**src/rtl/button_event_classifier_if.sv**
```systemverilog
// rtl/button_event_classifier_if.sv - debounced button inputs and classified gesture events
interface button_event_classifier_if;
  logic pb_state;
  logic pb_down;
  logic pb_up;
  logic short_press;
  logic long_press;
  logic repeat_tick;
  logic double_click;
  logic busy;

  modport master (
    output pb_state, pb_down, pb_up,
    input  short_press, long_press, repeat_tick, double_click, busy
  );

  modport slave (
    input  pb_state, pb_down, pb_up,
    output short_press, long_press, repeat_tick, double_click, busy
  );
endinterface

```
**src/rtl/button_event_classifier.sv**
```systemverilog
// rtl/button_event_classifier.sv - classifies debounced button activity into short/long/repeat/double-click pulses
module button_event_classifier #(
  parameter int CNT_W         = 24,
  parameter int LONG_CYCLES   = 12_500_000,
  parameter int DCLICK_CYCLES = 10_000_000,
  parameter int REPEAT_CYCLES = 5_000_000,
  parameter bit REPEAT_EN     = 1'b1
) (
  input  logic                        clk,
  input  logic                        rst_n,
  button_event_classifier_if.slave    bus
);

  typedef enum logic [2:0] {
    S_IDLE,
    S_PRESSED,
    S_LONG_HELD,
    S_WAIT2,
    S_PRESS2
  } state_t;

  localparam logic [CNT_W-1:0] LONG_LAST   = CNT_W'(LONG_CYCLES - 1);
  localparam logic [CNT_W-1:0] DCLICK_LAST = CNT_W'(DCLICK_CYCLES - 1);
  localparam logic [CNT_W-1:0] REPEAT_LAST = CNT_W'(REPEAT_CYCLES - 1);
  localparam logic [CNT_W-1:0] CNT_ONE     = CNT_W'(1);

  state_t           r_state, w_state_nxt;
  logic [CNT_W-1:0] r_cnt, w_cnt_nxt;
  logic             r_lost, w_lost_nxt;
  logic             r_short, w_short_nxt;
  logic             r_long, w_long_nxt;
  logic             r_repeat, w_repeat_nxt;
  logic             r_dclick, w_dclick_nxt;
  logic             r_busy;

  logic w_down, w_up, w_released, w_lost_exit;
  logic w_cnt_long, w_cnt_dclick, w_cnt_repeat;

  // Simultaneous down and up pulses cancel each other out.
  assign w_down       = bus.pb_down & ~bus.pb_up;
  assign w_up         = bus.pb_up & ~bus.pb_down;
  assign w_released   = ~bus.pb_state & ~w_up;
  assign w_lost_exit  = r_lost & w_released;
  assign w_cnt_long   = (r_cnt == LONG_LAST);
  assign w_cnt_dclick = (r_cnt == DCLICK_LAST);
  assign w_cnt_repeat = (r_cnt == REPEAT_LAST);

  always_comb begin
    w_state_nxt  = r_state;
    w_cnt_nxt    = r_cnt + CNT_ONE;
    w_lost_nxt   = 1'b0;
    w_short_nxt  = 1'b0;
    w_long_nxt   = 1'b0;
    w_repeat_nxt = 1'b0;
    w_dclick_nxt = 1'b0;

    case (r_state)
      S_IDLE: begin
        if (w_down) w_state_nxt = S_PRESSED;
      end
      S_PRESSED: begin
        if (w_up) begin
          w_state_nxt = S_WAIT2;
        end else if (w_lost_exit) begin
          w_state_nxt = S_IDLE;
        end else if (w_cnt_long) begin
          w_state_nxt = S_LONG_HELD;
          w_long_nxt  = 1'b1;
        end else begin
          w_lost_nxt  = w_released;
        end
      end
      S_LONG_HELD: begin
        if (w_up || w_lost_exit) begin
          w_state_nxt = S_IDLE;
        end else begin
          w_lost_nxt = w_released;
          if (REPEAT_EN && w_cnt_repeat) begin
            w_repeat_nxt = 1'b1;
            w_cnt_nxt    = '0;
          end
        end
      end
      S_WAIT2: begin
        // A press landing on the timeout cycle still counts as the second click.
        if (w_down) begin
          w_state_nxt = S_PRESS2;
        end else if (w_cnt_dclick) begin
          w_state_nxt = S_IDLE;
          w_short_nxt = 1'b1;
        end
      end
      S_PRESS2: begin
        if (w_up) begin
          w_state_nxt  = S_IDLE;
          w_dclick_nxt = 1'b1;
        end else if (w_lost_exit) begin
          w_state_nxt = S_IDLE;
        end else if (w_cnt_long) begin
          w_state_nxt = S_LONG_HELD;
          w_long_nxt  = 1'b1;
        end else begin
          w_lost_nxt  = w_released;
        end
      end
      default: begin
        w_state_nxt = S_IDLE;
      end
    endcase

    if (w_state_nxt != r_state || r_state == S_IDLE) w_cnt_nxt = '0;
  end

  always_ff @(posedge clk or negedge rst_n) begin
    if (!rst_n) begin
      r_state  <= S_IDLE;
      r_cnt    <= '0;
      r_lost   <= 1'b0;
      r_short  <= 1'b0;
      r_long   <= 1'b0;
      r_repeat <= 1'b0;
      r_dclick <= 1'b0;
      r_busy   <= 1'b0;
    end else begin
      r_state  <= w_state_nxt;
      r_cnt    <= w_cnt_nxt;
      r_lost   <= w_lost_nxt;
      r_short  <= w_short_nxt;
      r_long   <= w_long_nxt;
      r_repeat <= w_repeat_nxt;
      r_dclick <= w_dclick_nxt;
      r_busy   <= (w_state_nxt != S_IDLE);
    end
  end

  assign bus.short_press  = r_short;
  assign bus.long_press   = r_long;
  assign bus.repeat_tick  = r_repeat;
  assign bus.double_click = r_dclick;
  assign bus.busy         = r_busy;

endmodule

```
**src/flat_wrapper.sv**
```systemverilog
// flat-port wrapper written by rule: the top's interface ports become plain ports
module button_event_classifier_flat 
#(
  parameter int CNT_W         = 24,
  parameter int LONG_CYCLES   = 12_500_000,
  parameter int DCLICK_CYCLES = 10_000_000,
  parameter int REPEAT_CYCLES = 5_000_000,
  parameter bit REPEAT_EN     = 1'b1
)
  (clk, rst_n, bus_pb_state, bus_pb_down, bus_pb_up, bus_short_press, bus_long_press, bus_repeat_tick, bus_double_click, bus_busy);
  button_event_classifier_if bus_i ();
  input  logic clk;
  input  logic rst_n;
  input wire logic [$bits(bus_i.pb_state)-1:0] bus_pb_state;
  input wire logic [$bits(bus_i.pb_down)-1:0] bus_pb_down;
  input wire logic [$bits(bus_i.pb_up)-1:0] bus_pb_up;
  output wire logic [$bits(bus_i.short_press)-1:0] bus_short_press;
  output wire logic [$bits(bus_i.long_press)-1:0] bus_long_press;
  output wire logic [$bits(bus_i.repeat_tick)-1:0] bus_repeat_tick;
  output wire logic [$bits(bus_i.double_click)-1:0] bus_double_click;
  output wire logic [$bits(bus_i.busy)-1:0] bus_busy;
  assign bus_i.pb_state = bus_pb_state;
  assign bus_i.pb_down = bus_pb_down;
  assign bus_i.pb_up = bus_pb_up;
  assign bus_short_press = bus_i.short_press;
  assign bus_long_press = bus_i.long_press;
  assign bus_repeat_tick = bus_i.repeat_tick;
  assign bus_double_click = bus_i.double_click;
  assign bus_busy = bus_i.busy;
  button_event_classifier #(.CNT_W(CNT_W), .LONG_CYCLES(LONG_CYCLES), .DCLICK_CYCLES(DCLICK_CYCLES), .REPEAT_CYCLES(REPEAT_CYCLES), .REPEAT_EN(REPEAT_EN)) u_core (.clk(clk), .rst_n(rst_n), .bus(bus_i));
endmodule
```
**config.mk**
```make
export PLATFORM = sky130hd
export DESIGN_NAME = button_event_classifier_flat
export DESIGN_NICKNAME = d
export VERILOG_FILES = /design/src/rtl/button_event_classifier_if.sv /design/src/rtl/button_event_classifier.sv /design/src/flat_wrapper.sv
export SDC_FILE = /design/constraint.sdc
export NUM_CORES = 1
export LEC_CHECK = 0
export CELL_PAD_IN_SITES_DETAIL_PLACEMENT = 2
export CELL_PAD_IN_SITES_GLOBAL_PLACEMENT = 2
export CORE_UTILIZATION = 41
export CTS_BUF_LIST = sky130_fd_sc_hd__clkbuf_16
export CTS_CLUSTER_DIAMETER = 30
export CTS_CLUSTER_SIZE = 25
export DETAILED_ROUTE_END_ITERATION = 7
export PLACE_DENSITY_LB_ADDON = 0.1
export SLEW_MARGIN = 5
export SYNTH_ARGS = -nofsm -noshare
export SYNTH_HDL_FRONTEND = slang
export SYNTH_SLANG_ARGS = --single-unit
```
**constraint.sdc**
```tcl
create_clock -name clk -period 4.7 [get_ports clk]
set_input_delay 0.705 -clock clk [delete_from_list [all_inputs] [get_ports clk]]
set_output_delay 0.705 -clock clk [all_outputs]
set_load 0.05 [all_outputs]
```
==> flow_summary.html <==
<table>
<tr><th>Metric</th><th>Value</th></tr>
<tr><th colspan="2">Run status</th></tr>
<tr><td>Outcome</td><td>completed</td></tr>
<tr><th colspan="2">Min path</th></tr>
<tr><td>Hold-critical path depth</td><td>1</td></tr>
<tr><td>Classification of the worst-slack hold path</td><td>flip-flop to flip-flop</td></tr>
<tr><th colspan="2">Layout</th></tr>
<tr><td>Antenna diode count</td><td>0</td></tr>
<tr><td>Share of the core filled with cells</td><td>49.53%</td></tr>
<tr><td>Nets</td><td>225</td></tr>
<tr><td>Fraction of layout instances using a drive strength above 1</td><td>7.763%</td></tr>
<tr><td>Area overhead of the layout relative to synthesis</td><td>12.42%</td></tr>
<tr><th colspan="2">Floorplanning</th></tr>
<tr><td>Die width</td><td>71.57 um</td></tr>
<tr><td>Effective utilization at floorplan</td><td>44.06%</td></tr>
<tr><td>Row Count</td><td>24</td></tr>
<tr><td>Area of the die</td><td>0.005122 sq mm</td></tr>
<tr><td>Chip height</td><td>71.57 um</td></tr>
<tr><td>Num ports</td><td>10</td></tr>
<tr><td>Core footprint</td><td>0.004504 sq mm</td></tr>
<tr><th colspan="2">Power</th></tr>
<tr><td>Leakage power summed over all cells</td><td>0.0008229 uW</td></tr>
<tr><td>Power Dens Cells</td><td>449.8 mW/mm^2</td></tr>
<tr><td>Share of total power in sequential cells</td><td>35.7%</td></tr>
<tr><td>VDD IR-drop max</td><td>0.2645 mV</td></tr>
<tr><td>Power after layout</td><td>1003 uW</td></tr>
<tr><td>Net load switching power</td><td>403.3 uW</td></tr>
<tr><td>Clock share of power</td><td>30.9%</td></tr>
<tr><td>Switching share of power</td><td>40.19%</td></tr>
<tr><td>Combinational Power Share</td><td>33.4%</td></tr>
<tr><td>Cell internal pwr</td><td>600.2 uW</td></tr>
<tr><th colspan="2">Critical path</th></tr>
<tr><td>Reg-to-Reg Start</td><td>u_core.r_cnt[0]$_DFF_PN0_</td></tr>
<tr><td>Cell type with the highest occurrence count on the critical path</td><td>sky130_fd_sc_hd__nor4_1</td></tr>
<tr><td>Largest incremental delay on the critical path</td><td>860 ps</td></tr>
<tr><td>Max Fanout on Critical Path</td><td>24</td></tr>
<tr><td>Capture point of the worst path</td><td>u_core.r_cnt[3]$_DFF_PN0_</td></tr>
<tr><td>Cell depth of the worst setup path</td><td>6</td></tr>
<tr><td>Cell Chain, Critical Path</td><td>clkdlybuf4s50_1, nor2b_1, nor4_1, nor3_1, o32a_1, nor4_1</td></tr>
<tr><td>Reg2Reg Depth</td><td>7</td></tr>
<tr><td>Library cell contributing the largest single delay on the critical path</td><td>sky130_fd_sc_hd__o32a_1</td></tr>
<tr><td>R2r endpoint</td><td>u_core.r_cnt[3]$_DFF_PN0_</td></tr>
<tr><td>R2R setup slack</td><td>1850 ps</td></tr>
<tr><td>Top cell family by delay on the critical path</td><td>simple AND/OR/NAND/NOR gates</td></tr>
<tr><td>Worst Path Arrival</td><td>3130 ps</td></tr>
<tr><td>Start point of the critical path</td><td>bus_pb_up</td></tr>
<tr><td>Setup crit end kind</td><td>flip-flop</td></tr>
<tr><td>CP Data Required Time</td><td>4800 ps</td></tr>
<tr><td>Critical Path Start Type</td><td>primary input</td></tr>
<tr><td>Startpoint-to-endpoint class of the critical path</td><td>primary input to flip-flop</td></tr>
<tr><td>Crit path buf inv count</td><td>1</td></tr>
<tr><th colspan="2">Global routing</th></tr>
<tr><td>Overall fraction of global-route tracks in use</td><td>25.29%</td></tr>
<tr><td>Pin count of the biggest net entering global routing</td><td>34</td></tr>
<tr><td>Grt ovf</td><td>0</td></tr>
<tr><td>Initial antenna violation count</td><td>0</td></tr>
<tr><td>Number of global-route vias before repair</td><td>1816</td></tr>
<tr><td>Global-route wire length before repair</td><td>9.735 mm</td></tr>
<tr><th colspan="2">Route</th></tr>
<tr><td>Residual DRC count</td><td>0</td></tr>
<tr><td>Iteration-0 DRC Markers</td><td>109</td></tr>
<tr><td>Per-cell via count in the routed design</td><td>6.317</td></tr>
<tr><td>Antenna-violating nets left</td><td>0</td></tr>
<tr><td>Total iterations of the first detailed-routing run</td><td>4</td></tr>
<tr><td>Total Routed Length</td><td>5.859 mm</td></tr>
<tr><td>Routed length per placed instance</td><td>21.62 um</td></tr>
<tr><td>Overall via count from detail_route</td><td>1712</td></tr>
<tr><th colspan="2">Clocking</th></tr>
<tr><td>Library cell used as clock root buffer</td><td>sky130_fd_sc_hd__clkbuf_16</td></tr>
<tr><td>Total number of H-tree levels</td><td>2</td></tr>
<tr><td>CTS Hold Buffers Added</td><td>0</td></tr>
<tr><td>Worst-Skew Late Latency</td><td>280 ps</td></tr>
<tr><td>TritonCTS clock tree</td><td>yes</td></tr>
<tr><td>Setup Fix Bufs, Post-CTS</td><td>0</td></tr>
<tr><td>Clock tree buffer depth</td><td>2</td></tr>
<tr><td>Post-cts repair resize count</td><td>0</td></tr>
<tr><td>Total clock sinks</td><td>33</td></tr>
<tr><td>Number of buffers added by the clock tree synthesis step</td><td>5</td></tr>
<tr><td>Clock input transition at the sequential cells of the worst setup and hold paths</td><td>50 ps</td></tr>
<tr><th colspan="2">STA</th></tr>
<tr><td>Setup TNS</td><td>0 ps</td></tr>
<tr><td>Maximum clock frequency</td><td>330.1 MHz</td></tr>
<tr><td>Tcrit/Tclk final</td><td>64.46%</td></tr>
<tr><td>Worst max-slew margin expressed relative to the limit</td><td>28.93%</td></tr>
<tr><td>Final setup fails</td><td>0</td></tr>
<tr><td>RSZ-0062 raised after global routing</td><td>false</td></tr>
<tr><td>Fin Clk Skew</td><td>5.647 ps</td></tr>
<tr><td>Number of hold violations in the final report</td><td>0</td></tr>
<tr><td>Worst Tran Pin Value</td><td>1059 ps</td></tr>
<tr><td>Crit path time final</td><td>3029 ps</td></tr>
<tr><td>Final Max Tran Viols</td><td>0</td></tr>
<tr><th colspan="2">Logic synthesis</th></tr>
<tr><td>Warning count from the yosys run</td><td>0</td></tr>
<tr><td>Number of nets produced by synthesis</td><td>220</td></tr>
<tr><td>Post-synth top area cell</td><td>sky130_fd_sc_hd__dfrtp_1</td></tr>
<tr><td>Top-count cell post-synth</td><td>sky130_fd_sc_hd__dfrtp_1</td></tr>
<tr><td>Number of synthesized register bits</td><td>33</td></tr>
<tr><td>Largest cells by area after synthesis</td><td>sky130_fd_sc_hd__dfrtp_1, sky130_fd_sc_hd__nor4_1, sky130_fd_sc_hd__xnor2_1</td></tr>
<tr><td>Mapped Area</td><td>0.001984 sq mm</td></tr>
<tr><td>Part of the Yosys area used for sequential elements</td><td>41.61%</td></tr>
<tr><td>Top cell type's share of synthesized area</td><td>41.61%</td></tr>
<tr><td>Leading cell types by count after synthesis</td><td>sky130_fd_sc_hd__dfrtp_1, sky130_fd_sc_hd__nor4_1, sky130_fd_sc_hd__xnor2_1, sky130_fd_sc_hd__nand2_1, sky130_fd_sc_hd__nor2_1</td></tr>
<tr><td>Post-synth top flop</td><td>sky130_fd_sc_hd__dfrtp_1</td></tr>
<tr><td>Cells after synthesis</td><td>214</td></tr>
<tr><td>Number of enable flip-flop cells after synthesis</td><td>0</td></tr>
<tr><td>Post-synth cell types</td><td>43</td></tr>
<tr><td>Share of synthesized registers carrying an async set or reset</td><td>100.0%</td></tr>
<tr><td>Post-synthesis average cell area</td><td>9.273 sq um</td></tr>
<tr><th colspan="2">Placed design</th></tr>
<tr><td>Detailed placement HPWL</td><td>4.077 mm</td></tr>
<tr><td>Count of buffers from port buffering</td><td>9</td></tr>
<tr><td>Gp weighted congestion</td><td>0.8379</td></tr>
<tr><th colspan="2">Flow run</th></tr>
<tr><td>Max-cap viol count</td><td>0</td></tr>
</table>
worst min path at each step:
stage / startpoint / endpoint / slack [ps]
global route: u_core.r_lost$_DFF_PN0_ / u_core.r_lost$_DFF_PN0_ / 530
finish: u_core.r_lost$_DFF_PN0_ / u_core.r_lost$_DFF_PN0_ / 500
detailed placement: u_core.r_lost$_DFF_PN0_ / u_core.r_lost$_DFF_PN0_ / 510
global placement: u_core.r_lost$_DFF_PN0_ / u_core.r_lost$_DFF_PN0_ / 440
floorplan: rst_n / u_core.bus.busy$_DFF_PN0_ / 410
CTS: u_core.r_lost$_DFF_PN0_ / u_core.r_lost$_DFF_PN0_ / 500
cells by family (layout without fill, tap and decap cells):
logic type / after synthesis / count (layout) / share of synthesized area (%)
compound gates: 16 / 16 / 5.675
simple gates: 120 / 120 / 37.39
fa+ha+maj: 1 / 1 / 0.6304
xor+xnor: 23 / 23 / 10.15
buf+inv: 21 / 26 / 4.539
flops: 33 / 33 / 41.61
registers in the layout (all words and copies together), names as in the netlist:
signal,count
u_core.bus.busy,1
u_core.r_lost,1
u_core.bus.double_click,1
u_core.bus.repeat_tick,1
u_core.bus.short_press,1
u_core.r_cnt,24
u_core.bus.long_press,1
u_core.r_state,3
power groups by stage:
stage	clock network [uW]	logic (uW)	registers, uW
final	310	335	358
after global placement	0	316	358
after CTS	316	333	358
after detailed placement	0	329	363
after floorplan	0	268	341
after global routing	329	367	365
through the flow:
stage	cells	hold slack (ps)	area [sq um]	setup slack, ps
5_1_grt	271	529.3	2231	1506
3_3_place_gp	264	437.0	2095	1578
4_1_cts	271	498.1	2231	1719
6_report	271	503.9	2231	1671
2_1_floorplan	214	409.4	1984	2606
3_5_place_dp	264	505.7	2095	1428
final cells by class:
| class | instances | area (sq um) |
|---|---|---|
| clock buffers | 5 | 125.1 |
| clock inverters | 2 | 11.26 |
| fillers | 498 | 2273 |
| inverters | 8 | 30.03 |
| multi-input cells | 160 | 1069 |
| flip-flops and latches | 33 | 825.8 |
| well taps | 52 | 65.06 |
| repair buffers | 11 | 105.1 |
metal layers:
layer / global-route usage [%] / part of all wire, % / up-vias
li1: - / - / 792
met1: 33.39 / 46 / 881
met2: 42.43 / 50 / 28
met3: 4.923 / 2.7 / 11
met4: 7.407 / 1.6 / 0
met5: 0 / 0 / -
layout by cell type (no fill, tap or decap), types with 3 or more instances in the layout:
master | Yosys | final
sky130_fd_sc_hd__nor4_1 | 26 | 26
sky130_fd_sc_hd__nand2_1 | 15 | 15
sky130_fd_sc_hd__and4_1 | 3 | 3
sky130_fd_sc_hd__dfrtp_1 | 33 | 33
sky130_fd_sc_hd__nand3_1 | 10 | 10
sky130_fd_sc_hd__inv_1 | 8 | 8
sky130_fd_sc_hd__nor2_1 | 14 | 14
sky130_fd_sc_hd__a21oi_1 | 6 | 6
sky130_fd_sc_hd__clkbuf_16 | 0 | 5
sky130_fd_sc_hd__nand4_1 | 4 | 4
sky130_fd_sc_hd__nand2b_1 | 7 | 7
sky130_fd_sc_hd__xnor2_1 | 18 | 18
sky130_fd_sc_hd__xor2_1 | 5 | 5
sky130_fd_sc_hd__clkdlybuf4s50_1 | 0 | 9
sky130_fd_sc_hd__nor2b_1 | 4 | 4
sky130_fd_sc_hd__and3_1 | 4 | 4
sky130_fd_sc_hd__nand4bb_1 | 3 | 3
sky130_fd_sc_hd__nor3_1 | 12 | 12
worst register-to-register path: cells and delay by family, from the launching register on:
kind                     cells  cell delay, ps
AO/OA/AOI/OAI                2             970
AND/OR/NAND/NOR              3             670
flip-flops                   1             400
buffers and inverters        1             340
adder cells (fa/ha/maj)      1             300
Note: power is estimated with default switching activity, not from simulation.
